`src/rtl/sched_pkg.sv`:
```
// Shared constants, FSM state type and round-robin pick for the sample slot scheduler.
package sched_pkg;

  localparam int unsigned DefDivFactor = 26;
  localparam int unsigned DefSlotTicks = 1000;
  localparam int unsigned DefNumReq    = 4;
  localparam int unsigned MaxReq       = 8;

  typedef enum logic {
    StIdle = 1'b0,
    StBusy = 1'b1
  } sched_state_e;

  // First set bit of req searching upward from ptr, wrapping modulo n. Returns ptr if none set.
  function automatic logic [2:0] rr_pick(input logic [7:0] req, input logic [2:0] ptr,
                                         input int unsigned n);
    logic [2:0] idx;
    logic       found;
    rr_pick = ptr;
    found   = 1'b0;
    for (int i = 0; i < int'(MaxReq); i++) begin
      idx = 3'((int'(ptr) + i) % int'(n));
      if (!found && (i < int'(n)) && req[idx]) begin
        rr_pick = idx;
        found   = 1'b1;
      end
    end
  endfunction

endpackage

```
`src/rtl/tick_prescaler.sv`:
```
// Free-running divider producing a registered one-cycle tick every DIV_FACTOR clocks.
module tick_prescaler
  import sched_pkg::*;
#(
  parameter int unsigned DIV_FACTOR = DefDivFactor
) (
  input  logic clk_i,
  input  logic rst_ni,
  output logic tick_o
);

  localparam int unsigned        CntW   = $clog2(DIV_FACTOR);
  localparam logic [CntW-1:0]    CntMax = CntW'(DIV_FACTOR - 1);

  logic [CntW-1:0] cnt_q, cnt_d;
  logic            tick_q, tick_d;

  always_comb begin
    cnt_d  = cnt_q + 1'b1;
    tick_d = 1'b0;
    if (cnt_q == CntMax) begin
      cnt_d  = '0;
      tick_d = 1'b1;
    end
  end

  always_ff @(posedge clk_i or negedge rst_ni) begin
    if (!rst_ni) begin
      cnt_q  <= '0;
      tick_q <= 1'b0;
    end else begin
      cnt_q  <= cnt_d;
      tick_q <= tick_d;
    end
  end

  assign tick_o = tick_q;

endmodule

```
`src/rtl/sample_slot_scheduler.sv`:
```
// Slot-based round-robin grant of one sampling resource among NUM_REQ requesters.
// Build with SCHED_TIMEOUT_EN to force-release grants that outlive a full slot.
module sample_slot_scheduler
  import sched_pkg::*;
#(
  parameter int unsigned DIV_FACTOR = DefDivFactor,
  parameter int unsigned SLOT_TICKS = DefSlotTicks,
  parameter int unsigned NUM_REQ    = DefNumReq
) (
  input  logic                       CLK_26MHZ_IN,
  input  logic                       RESET_N_IN,
  input  logic                       ENABLE_IN,
  input  logic [NUM_REQ-1:0]         REQ_IN,
  input  logic [NUM_REQ-1:0]         DONE_IN,
  output logic                       TICK_1US_OUT,
  output logic [NUM_REQ-1:0]         GRANT_OUT,
  output logic                       START_OUT,
  output logic                       BUSY_OUT,
  output logic [$clog2(NUM_REQ)-1:0] SLOT_IDX_OUT,
  output logic                       TIMEOUT_OUT
);

  localparam int unsigned      IdxW     = $clog2(NUM_REQ);
  localparam int unsigned      SlotW    = (SLOT_TICKS > 1) ? $clog2(SLOT_TICKS) : 1;
  localparam logic [SlotW-1:0] SlotLast = SlotW'(SLOT_TICKS - 1);
  localparam logic [IdxW-1:0]  IdxLast  = IdxW'(NUM_REQ - 1);

  logic tick;

  tick_prescaler #(
    .DIV_FACTOR(DIV_FACTOR)
  ) u_prescaler (
    .clk_i (CLK_26MHZ_IN),
    .rst_ni(RESET_N_IN),
    .tick_o(tick)
  );

  logic [SlotW-1:0]   slot_q, slot_d;
  logic               boundary;
  sched_state_e       state_q, state_d;
  logic [NUM_REQ-1:0] grant_q, grant_d;
  logic               start_q, start_d;
  logic [IdxW-1:0]    idx_q, idx_d;
  logic [IdxW-1:0]    ptr_q, ptr_d;
  logic [7:0]         req_pad;
  logic [2:0]         ptr_pad;
  logic [2:0]         pick_full;
  logic [IdxW-1:0]    winner;
  logic               timeout_d;

  assign boundary = tick && (slot_q == SlotLast);

  always_comb begin
    slot_d = slot_q;
    if (tick) begin
      slot_d = (slot_q == SlotLast) ? '0 : slot_q + 1'b1;
    end
  end

  always_comb begin
    req_pad                = '0;
    req_pad[NUM_REQ-1:0]   = REQ_IN;
    ptr_pad                = '0;
    ptr_pad[IdxW-1:0]      = ptr_q;
    pick_full              = rr_pick(req_pad, ptr_pad, NUM_REQ);
  end

  assign winner = pick_full[IdxW-1:0];

  always_comb begin
    state_d   = state_q;
    grant_d   = grant_q;
    start_d   = 1'b0;
    idx_d     = idx_q;
    ptr_d     = ptr_q;
    timeout_d = 1'b0;
    unique case (state_q)
      StIdle: begin
        if (boundary && ENABLE_IN && (|REQ_IN)) begin
          state_d         = StBusy;
          grant_d         = '0;
          grant_d[winner] = 1'b1;
          start_d         = 1'b1;
          idx_d           = winner;
          ptr_d           = (winner == IdxLast) ? '0 : winner + 1'b1;
        end
      end
      StBusy: begin
        // DONE wins over a coincident boundary; a released slot waits for the next boundary.
        if (DONE_IN[idx_q]) begin
          state_d = StIdle;
          grant_d = '0;
        end
`ifdef SCHED_TIMEOUT_EN
        else if (boundary) begin
          state_d   = StIdle;
          grant_d   = '0;
          timeout_d = 1'b1;
        end
`endif
      end
    endcase
  end

  always_ff @(posedge CLK_26MHZ_IN or negedge RESET_N_IN) begin
    if (!RESET_N_IN) begin
      slot_q  <= '0;
      state_q <= StIdle;
      grant_q <= '0;
      start_q <= 1'b0;
      idx_q   <= '0;
      ptr_q   <= '0;
    end else begin
      slot_q  <= slot_d;
      state_q <= state_d;
      grant_q <= grant_d;
      start_q <= start_d;
      idx_q   <= idx_d;
      ptr_q   <= ptr_d;
    end
  end

`ifdef SCHED_TIMEOUT_EN
  logic timeout_q;

  always_ff @(posedge CLK_26MHZ_IN or negedge RESET_N_IN) begin
    if (!RESET_N_IN) begin
      timeout_q <= 1'b0;
    end else begin
      timeout_q <= timeout_d;
    end
  end

  assign TIMEOUT_OUT = timeout_q;
`else
  logic unused_timeout;
  assign unused_timeout = timeout_d;
  assign TIMEOUT_OUT    = 1'b0;
`endif

  assign TICK_1US_OUT = tick;
  assign GRANT_OUT    = grant_q;
  assign START_OUT    = start_q;
  assign BUSY_OUT     = (state_q == StBusy);
  assign SLOT_IDX_OUT = idx_q;

endmodule

```
`config.mk`:
```
export PLATFORM = sky130hd
export DESIGN_NAME = sample_slot_scheduler
export DESIGN_NICKNAME = d
export VERILOG_FILES = /design/src/rtl/sched_pkg.sv /design/src/rtl/tick_prescaler.sv /design/src/rtl/sample_slot_scheduler.sv
export SDC_FILE = /design/constraint.sdc
export NUM_CORES = 1
export LEC_CHECK = 0
export CAP_MARGIN = 10
export CORE_ASPECT_RATIO = 0.9
export CORE_MARGIN = 4
export CORE_UTILIZATION = 31
export DETAILED_ROUTE_END_ITERATION = 12
export PLACE_DENSITY = 0.6
export SLEW_MARGIN = 20
export SYNTH_ARGS = -nofsm -noshare
export SYNTH_HDL_FRONTEND = slang
export SYNTH_HIERARCHICAL = 1
export SYNTH_SLANG_ARGS = --single-unit
```
`constraint.sdc`:
```
create_clock -name CLK_26MHZ_IN -period 1.8 [get_ports CLK_26MHZ_IN]
set_input_delay 0.18 -clock CLK_26MHZ_IN [delete_from_list [all_inputs] [get_ports CLK_26MHZ_IN]]
set_output_delay 0.18 -clock CLK_26MHZ_IN [all_outputs]
set_load 0.02 [all_outputs]
```
* Yosys cells after proc, flatten, opt, wreduce, memory -nomap -nowiden
Cells that the tools add are included.
Operators by class: add/subtract/negate cells 6, $lt $le $gt $ge 7, eq/ne operators 5, multiplexer cells 29, bitwise gates (word level) 4, reductions and logical operators 16
Operators by type and width (count):
- $mux 1 | 13
- $lt 3x4->1 const B | 3
- $add 10x1->10 const B | 1
- $eq 10x10->1 const B | 1
- $mux 10 | 1
- $bmux 1 s3 | 3
- $mux 2 | 4
- $mux 4 | 2
- $pmux 4 s2 | 1
- $logic_and 1x1->1 | 7
- $lt 2x3->1 const B | 2
- $reduce_or 2->1 | 3
- $add 5x1->5 const B | 1
- $eq 5x5->1 const B | 1
- $mux 5 | 1
- $add 2x1->2 const B | 2
- $add 2x2->2 const B | 2
- $bmux 1 s2 | 2
- $lt 2x4->1 const B | 1
- $reduce_and 2->1 | 2
- $reduce_or 4->1 | 1
- $and 1x1->1 const A | 3
- $logic_not 1->1 | 3
- $demux 1 s2 | 1
- other kinds (6) | 6
Storage, ports and cells: flip-flop bits (word level) 26, input bits 11, logic and storage cells 75

* Logic depth before layout (Yosys ltp)
Gate-level depths: netlist of run 1.
word-level depth 19, gate-level depth with buffers 7, gate-level depth less buffers 7

* By module
Netlist of run 1, hierarchy kept.
Modules (own cells, without submodules):
- sample_slot_scheduler | times used 1, cells an instance 107, area an instance 1087.3 um^2
- tick_prescaler | times used 1, cells an instance 25, area an instance 291.5 um^2

* Least setup slack after synthesis of run 1
Ideal clock, no wire load.
kind register to register, start point register u_prescaler.tick_q (netlist: u_prescaler/tick_o), end point register idx_q[0] (netlist: SLOT_IDX_OUT[0]), arrival 1.665 ns, required time 1.675 ns, slack 0.010 ns, stages on the path, launching flop included 5, period minus slack after synthesis 1.790 ns, path through dfrtp_1 nand3_2 nor4_4 nand4_4 mux2_2
Between the ends: cells in the longest elaborated chain, start to end 4
Ends and longest elaborated chain:
- start: declaration | RTL line tick_prescaler.sv:16 | logic tick_q, tick_d;
- start signal: assignment | RTL line tick_prescaler.sv:33 | tick_q <= tick_d;
- $logic_and 1x1->1 | RTL line sample_slot_scheduler.sv:51 | assign boundary = tick && (slot_q == SlotLast);
- $logic_and 1x1->1 (2 in series) | RTL line sample_slot_scheduler.sv:79 | if (boundary && ENABLE_IN && (|REQ_IN)) begin
- $reduce_and 2->1 (no line)
- end signal: assignment | RTL line sample_slot_scheduler.sv:118 | idx_q <= idx_d;
- end: declaration | RTL line sample_slot_scheduler.sv:43 | logic [IdxW-1:0] idx_q, idx_d;
Every way passes these cells. A chain may end at the register's enable or synchronous reset.

* Worst setup path after layout of run 1
start point input REQ_IN[1], end point register ptr_q[1]
Between the ends: cells in the longest elaborated chain, start to end 14, elaborated cells between the ends (all ways) 26, those cells by class 1 x add/sub; 1 x eq/ne; 15 x mux; 9 x reduce/logical
Ends and longest elaborated chain:
- start: declaration | RTL line sample_slot_scheduler.sv:13 | input logic [NUM_REQ-1:0] REQ_IN,
- $bmux 1 s2 | RTL line sched_pkg.sv:23 | if (!found && (i < int'(n)) && req[idx]) begin
- $mux 1 (implied by the code) | RTL line sched_pkg.sv:23
- $mux 1 | RTL line sched_pkg.sv:23
- $logic_not 1->1 | RTL line sched_pkg.sv:23
- $logic_and 1x1->1 | RTL line sched_pkg.sv:23
- $mux 1 | RTL line sched_pkg.sv:23
- $logic_not 1->1 | RTL line sched_pkg.sv:23
- $logic_and 1x1->1 | RTL line sched_pkg.sv:23
- $mux 1 | RTL line sched_pkg.sv:23
- $logic_not 1->1 | RTL line sched_pkg.sv:23
- $logic_and 1x1->1 | RTL line sched_pkg.sv:23
- $mux 2 (*) | RTL line sched_pkg.sv:23
- via pick_full[1] | RTL line sample_slot_scheduler.sv:47 | logic [2:0] pick_full;
- $add 2x1->2 / $eq 2x2->1 (equally long branches) | RTL line sample_slot_scheduler.sv:85 | ptr_d = (winner == IdxLast) ? '0 : winner + 1'b1;
- $mux 2 (*) | RTL line sample_slot_scheduler.sv:85
- end signal: assignment | RTL line sample_slot_scheduler.sv:119 | ptr_q <= ptr_d;
- end: declaration | RTL line sample_slot_scheduler.sv:44 | logic [IdxW-1:0] ptr_q, ptr_d;
The timed path passes the listed nets; every way through them passes the cells marked *. The select of a mux whose other input is x is not followed.

==> reports/summary.txt, run 1 <==
status = complete, no violations
# setup viols final = 0
antenna violations before repair = 0
power density cells = 561 nW/µm²
H-tree Lvls = 1
Mapped Area = 1380 µm²
Post-Syn Area per Cell = 10.4 µm²
number of max-cap violations = 0
worst setup path class = in -> reg
P_leak = 0.000804 µW
library cells used by synthesis = 38
DRT iter0 DRCs = 46
GPL Wtd Cong = 0.761
Port Buffers = 19
Most used DFF post-synth = dfrtp_1
Tot GR Track Use = 10.8%
CP Max Fanout = 3
DP Wirelength = 2.14 mm
worst slack, placed = -0.176 ns
Tmin final = 1.68 ns
P&R area growth vs syn = 27.7%
routed vias/inst = 4.69
#FFs+latches synth = 26
Data required, critical path = 1.96 ns
Max clock buf depth = 2
core area = 4180 µm²
die width = 78.3 µm
max-slew violations = 0
n_diodes = 0
Post-Synthesis Cells = 132
Syn Nets = 150
starting density of the core = 33.0%
gr ovfl total = 0
Top Ports = 21
final hold vios = 0
largest net degree at the start of global routing = 27
period utilisation layout = 93.5%
# clock sinks = 26
Hold Crit Class = in -> async
Clk Latency, worst-skew pair = 0.27 ns
Setup Skew = 0.00167 ns
Worst Setup End Kind = register
Fmax = 0.594 GHz
Post-synth EDFFs = 0
antenna-violating nets left = 0
Clock Pin Slew Worst Setup and Hold Paths = 0.09 ns
wire per inst = 12.7 µm
Clock Root Buffer = clkbuf_8
VDD IR max = 0.333 mV
vias in the first global route = 1,103
asr flop ratio synth = 100%
hold slack = 0.280 ns
Residual DRC = 0
post-synthesis sequential area ratio = 47.2%
unrepaired setup endpoints after global routing = no
CTS tree = yes
die area = 5580 µm²
startpoint types = primary input
arrival time worst endpoint = 1.84 ns
fraction of layout cells with a size suffix above 1 = 14.6%
CTS Buf Count = 3
Rows = 22
# hold bufs at CTS = 0
Die Span Y = 71.3 µm
fin nets = 184
synth warn = 6
routed vias = 1,050
Setup WS post-layout = 0.117 ns
Total Wirelength = 2.84 mm
TritonRoute pass-1 iters = 4
global-route wire length before repair = 4.87 mm
layer usage:
metal	vias up	share of wire, %	track usage [%]
met5	-	0	0
met4	0	2.6	4.27
met3	6	3.2	2.39
met2	22	50	19.8
met1	496	44	12.4
li1	526	-	-
Yosys cell counts, types with 2 or more instances:
master | number | area, µm²
nor2b_1 | 2 | 12.5
mux2i_1 | 5 | 50.1
nand2b_1 | 3 | 18.8
nor3_1 | 5 | 25.0
inv_1 | 12 | 45.0
nand2_1 | 13 | 48.8
and3_1 | 2 | 12.5
nor2_1 | 9 | 33.8
o21ai_0 | 7 | 35.0
ha_1 | 7 | 87.6
dfrtp_1 | 26 | 651
a21oi_1 | 6 | 30.0
mux2_2 | 3 | 33.8
and4b_1 | 2 | 20.0
xnor2_1 | 4 | 35.0
nand4_1 | 3 | 18.8
or2b_1 | 2 | 15.0
cells by family after synthesis:
group | Yosys count | share of synthesized area [%]
flops | 26 | 47.2
buf+inv | 13 | 3.81
mux | 9 | 7.71
compound gates | 21 | 9.80
simple gates | 50 | 21.7
xor+xnor | 5 | 3.18
fa+ha+maj | 7 | 6.35
other cells | 1 | 0.272
power by group:
group          internal (µW)  total (µW)       switching, µW  leakage, µW
clock                    150         326                 176    0.0000216
combinational           40.2        77.7                37.6     0.000448
sequential               583         583  0.0000000000000432     0.000334
total                    774         987                 214     0.000804
what timing repair did:
item | in CTS | in global routing
buffers inserted | 0 | 0
gates resized for setup | 0 | 0
endpoints found under the setup margin | 0 | 8
state kept, by name (all words and copies together), names as in the netlist:
register and flops:
GRANT_OUT 4, BUSY_OUT 1, slot_q 10, SLOT_IDX_OUT 2, u_prescaler/tick_o 1, ptr_q 2
START_OUT 1, u_prescaler/cnt_q 5
worst max-delay path, stage by stage:
cell	delay, ns
clkdlybuf4s50_1	0.51
nor2_1	0.05
a221o_1	0.34
o22a_1	0.21
ha_1	0.28
mux2_2	0.26
worst paths after layout:
kind / start / endpoint / slack, ns / depth (start not counted)
setup / recovery: REQ_IN[1] / ptr_q[1] / 0.12 / 6
max in group asynchronous: RESET_N_IN / BUSY_OUT / 1.27 / 2
setup reg to reg: ptr_q[1] / ptr_q[1] / 0.13 / 5
min in group CLK_26MHZ_IN: slot_q[8] / slot_q[8] / 0.48 / 1
hold reg to reg: slot_q[8] / slot_q[8] / 0.48 / 1
hold / removal: RESET_N_IN / slot_q[0] / 0.28 / 2
cell type report:
type	count	area [µm²]
clock buffers	3	41.3
fillers	427	2420
inverters	12	45.0
multi-input cells	93	676
flip-flops and latches	26	651
well taps	60	75.1
repair buffers	30	273
layout by cell type, fill, tap and decap left out, types with 2 or more instances in the layout:
cell,count
nor3_1,5
mux2_2,3
inv_1,12
nand4_1,3
clkbuf_8,3
and3_1,2
nor2_1,9
xnor2_1,4
nor2b_1,2
buf_4,11
dfrtp_1,26
ha_1,7
mux2i_1,5
a21oi_1,6
and4b_1,2
or2b_1,2
nand2b_1,3
o21ai_0,7
nand2_1,13
clkdlybuf4s50_1,19
stage by stage:
step | utilization (%) | setup TNS (ns) | cells | total power, µW | cell area, µm²
2_1_floorplan | - | 0 | 132 | 620 | 1380
3_3_place_gp | 41.1 | -0.156 | 221 | 670 | 1720
3_5_place_dp | 41.1 | -0.522 | 221 | 674 | 1720
4_1_cts | 42.1 | 0 | 224 | 1000 | 1760
5_1_grt | 42.1 | 0 | 224 | 1040 | 1760
6_report | 42.1 | 0 | 224 | 987 | 1760
(Power assumes the default switching activity.)
==> inputs of run 2 (changes only) <==
Settings changed: CORE_ASPECT_RATIO 0.9 to 1.75.
==> run 2 against run 1 <==
Clock power shrank 2%. Register-to-register slack is essentially flat. Sequential power about the same. Die area grew 0.73%. Largest cell class unchanged.
==> reports/summary.txt, run 2 (synthesis gave the netlist of run 1 again) <==
Most flops, register = slot_q
core area = 4230 µm²
Max clock buf depth = 2
grt met2 use = 21.1%
Worst Setup End Kind = register
Total Wirelength = 2.81 mm
period utilisation layout = 92.7%
GRT busiest layer = met2
max-slew violations = 0
Top Ports = 21
Rows = 31
# clock sinks = 26
routed vias/inst = 5.00
largest net degree at the start of global routing = 27
# setup viols final = 0
Clk Latency, worst-skew pair = 0.26 ns
Port Buffers = 19
P&R area growth vs syn = 27.8%
global-route wire length before repair = 4.81 mm
TritonRoute pass-1 iters = 4
gr ovfl total = 0
Clock Root Buffer = clkbuf_8
Tot GR Track Use = 11.0%
Reg area = 651 µm²
met1 usage = 11.2%
Die Span Y = 96.2 µm
max reg flops = 10
arrival time worst endpoint = 1.82 ns
VDD IR max = 0.357 mV
Data required, critical path = 1.95 ns
power density cells = 557 nW/µm²
antenna-violating nets left = 0
H-tree Lvls = 1
Residual DRC = 0
CTS Buf Count = 3
startpoint types = primary input
vias in the first global route = 1,120
fraction of layout cells with a size suffix above 1 = 15.7%
Setup TNS = 0 ns
DP Wirelength = 2.29 mm
# hold bufs at CTS = 0
Setup Skew = 0.00147 ns
die area = 5620 µm²
n_diodes = 0
GPL Wtd Cong = 0.786
starting density of the core = 32.6%
unrepaired setup endpoints after global routing = no
antenna violations before repair = 0
CP Max Fanout = 3
wire per inst = 13.1 µm
Clock Pin Slew Worst Setup and Hold Paths = 0.09 ns
GR Util met3 = 2.01%
most frequent cells in the layout = dfrtp_1 (26), clkdlybuf4s50_1 (19), nand2_1 (13), buf_4 (13), inv_1 (12)
commonest non-fill, non-tap cell in the layout = dfrtp_1
Post-CTS Setup Inserts = 0
Fmax = 0.599 GHz
Hold Crit Class = in -> async
DRT iter0 DRCs = 16
Filler cells = 421
routed vias = 1,075
fin nets = 186
cts repair resizes = 0
Design Power = 982 µW
final hold vios = 0
footprint of the multi-input gates = 676 µm²
Tmin final = 1.67 ns
FF-to-FF path depth = 5
worst setup path class = in -> reg
die width = 58.4 µm
status = complete, no violations
CTS tree = yes
P_leak = 0.000814 µW
number of max-cap violations = 0
==> run 2: cell count changes in the layout (fill, tap and decap cells not counted), sizes merged <==
cell  delta
buf      +2
==> run 2: final timing paths <==
path	startpoint	end	slack, ns
worst max register to register	ptr_q[1]	ptr_q[1]	0.14
worst min-delay path	RESET_N_IN	ptr_q[0]	0.29
min in group CLK_26MHZ_IN	slot_q[8]	slot_q[8]	0.48
worst min register to register	slot_q[8]	slot_q[8]	0.48
max in group asynchronous	RESET_N_IN	slot_q[0]	1.26
worst max-delay path	REQ_IN[1]	ptr_q[1]	0.13
==> run 2: final cells by class <==
| class | instances | share of cell area (%) |
|---|---|---|
| tap | 49 | 3.48 |
| clock buffer | 3 | 2.34 |
| inverter | 12 | 2.56 |
| multi-input combinational | 93 | 38.4 |
| sequential | 26 | 36.9 |
| timing repair buffer | 32 | 16.3 |
==> run 2: critical path: stages <==
cell and delay [ns]:
clkdlybuf4s50_1 0.51, nor2_1 0.06, a221o_1 0.34, o22a_1 0.22, ha_1 0.27, mux2_2 0.25
==> run 2: power breakdown <==
group	internal [µW]	total [µW]	switching (µW)	leakage, µW
clock	150	320	171	0.0000216
combinational	41.2	78.1	36.9	0.000459
sequential	583	583	0.0000000000000545	0.000334
==> run 2: per-layer routing <==
layer	share of wire (%)	up-vias
li1	-	526
met3	2.7	4
met1	37	530
met5	0	-
met2	59	15
met4	1.7	0
==> run 2: through the flow <==
step	setup WS [ns]	cells	utilization (%)	hold WS, ns	area [µm²]
after floorplan	0.0101	132	-	-0.116	1380
after global placement	-0.102	212	40.7	0.481	1720
after detailed placement	-0.153	212	40.7	0.479	1720
after CTS	0.0603	215	41.7	0.302	1760
after global routing	0.0677	215	41.7	0.315	1760
final	0.132	215	41.7	0.286	1760
==> inputs of run 3 (changes only) <==
Settings changed: CORE_UTILIZATION 31 to 45, PLACE_DENSITY 0.6 to 0.78.
==> run 3 against run 2 <==
Die area decreased by 28%. Routed wire length decreased by 5.1%. First-iteration DRC count increased by 44%. Worst hold slack got worse by 0.011 ns. Total power increased by 4.8%. Sequential power about the same. Flip-flop and latch count unchanged. Maximum frequency decreased by 1.4%. Clock power increased by 16%. Via count unchanged. Core utilization increased by 17 points. Critical endpoint unchanged. Largest cell class unchanged.
==> reports/summary.txt, run 3 (synthesis gave the netlist of run 1 again) <==
status = complete, no violations
Setup WS post-layout = 0.108 ns
max reg flops = 10
FF-to-FF path depth = 5
Most flops, register = slot_q
arrival time worst endpoint = 1.85 ns
wire per inst = 13.9 µm
largest net degree at the start of global routing = 27
global-route wire length before repair = 4.62 mm
Post-CTS Setup Inserts = 0
unrepaired setup endpoints after global routing = no
period utilisation layout = 94.0%
P&R area growth vs syn = 25.2%
CP Max Fanout = 7
startpoint types = register
P_leak = 0.000807 µW
Hold Crit Class = in -> async
vias in the first global route = 1,114
Clock Pin Slew Worst Setup and Hold Paths = 0.09 ns
hold slack = 0.275 ns
antenna-violating nets left = 0
fin nets = 183
Residual DRC = 0
Total Wirelength = 2.67 mm
Tmin final = 1.69 ns
Data required, critical path = 1.95 ns
CTS Buf Count = 3
die area = 4050 µm²
starting density of the core = 47.1%
Clock Root Buffer = clkbuf_8
# setup viols final = 0
most frequent cells in the layout = dfrtp_1 (26), clkdlybuf4s50_1 (19), nand2_1 (13)
Top Ports = 21
VDD IR max = 0.423 mV
Worst Setup End Kind = register
routed vias = 1,075
Reg2Reg Launch Point = ptr_q[1]
Rows = 26
H-tree Lvls = 1
Setup TNS = 0 ns
Fmax = 0.591 GHz
Clk Latency, worst-skew pair = 0.26 ns
Util after Layout = 59.0%
gr ovfl total = 0
die width = 49.8 µm
TritonRoute pass-1 iters = 6
max-slew violations = 0
Port Buffers = 19
GPL Wtd Cong = 0.859
power density cells = 596 nW/µm²
Critical Path Start = ptr_q[1]
DP Wirelength = 2.13 mm
Setup Skew = 0.00350 ns
n_diodes = 0
post-route cell area = 1730 µm²
core area = 2930 µm²
commonest non-fill, non-tap cell in the layout = dfrtp_1
Die Span Y = 81.2 µm
fraction of layout cells with a size suffix above 1 = 14.6%
DRT iter0 DRCs = 23
CTS tree = yes
Filler cells = 248
final hold vios = 0
number of max-cap violations = 0
worst slack, placed = -0.156 ns
routed vias/inst = 5.60
Placement Cell Area = 1670 µm²
antenna violations before repair = 0
# clock sinks = 26
worst setup path class = reg -> reg
Max clock buf depth = 2
Tot GR Track Use = 14.5%
-- run 3: power breakdown --
| part | total, µW | switching (µW) | leakage (µW) | internal [µW] |
|---|---|---|---|---|
| Sequential | 583 | 0.0000000000000336 | 0.000334 | 583 |
| Clock | 370 | 175 | 0.0000288 | 195 |
| Combinational | 75.0 | 35.1 | 0.000444 | 39.8 |
| Total | 1030 | 210 | 0.000807 | 818 |
-- run 3: final timing paths --
kind / end / slack (ns)
max reg2reg: ptr_q[1] / 0.11
min in group CLK_26MHZ_IN: slot_q[8] / 0.51
min: slot_q[0] / 0.27
max in group asynchronous: BUSY_OUT / 1.28
min reg2reg: slot_q[8] / 0.51
max: ptr_q[1] / 0.11
-- run 3: worst max-delay path: stages (launching register included) --
cell and delay [ns]:
dfrtp_1 0.45, nor2_1 0.08, a221o_1 0.30, o22a_1 0.23, ha_1 0.27, mux2_2 0.25
-- run 3: area by class of cell --
| class | count | area, µm² | share of cell area, % |
|---|---|---|---|
| repair buffers | 29 | 265 | 15.4 |
| well taps | 28 | 35.0 | 2.03 |
| flip-flops and latches | 26 | 651 | 37.7 |
| clock buffers | 4 | 55.1 | 3.19 |
| multi-input cells | 93 | 676 | 39.1 |
| inverters | 12 | 45.0 | 2.61 |
-- run 3: repair_timing --
| item | 4_1_cts | 5_1_grt |
|---|---|---|
| setup endpoints to repair | 0 | 8 |
| hold buffers | 0 | 0 |
| gates resized for setup | 0 | 0 |
-- run 3: routing by layer --
layer  vias to the layer above  part of all wire [%]  global-route usage, %
li1                        527                     -                      -
met4                         0                   2.5                   8.31
met1                       506                    41                   15.8
met5                         -                     0                      0
met2                        34                    52                   26.8
met3                         8                   4.8                   1.47
-- run 3: per-stage QoR --
stage,instances,total power (µW)
after global placement,188,668
after global routing,192,1070
after floorplan,132,620
after CTS,192,1050
final,192,1030
after detailed placement,188,672
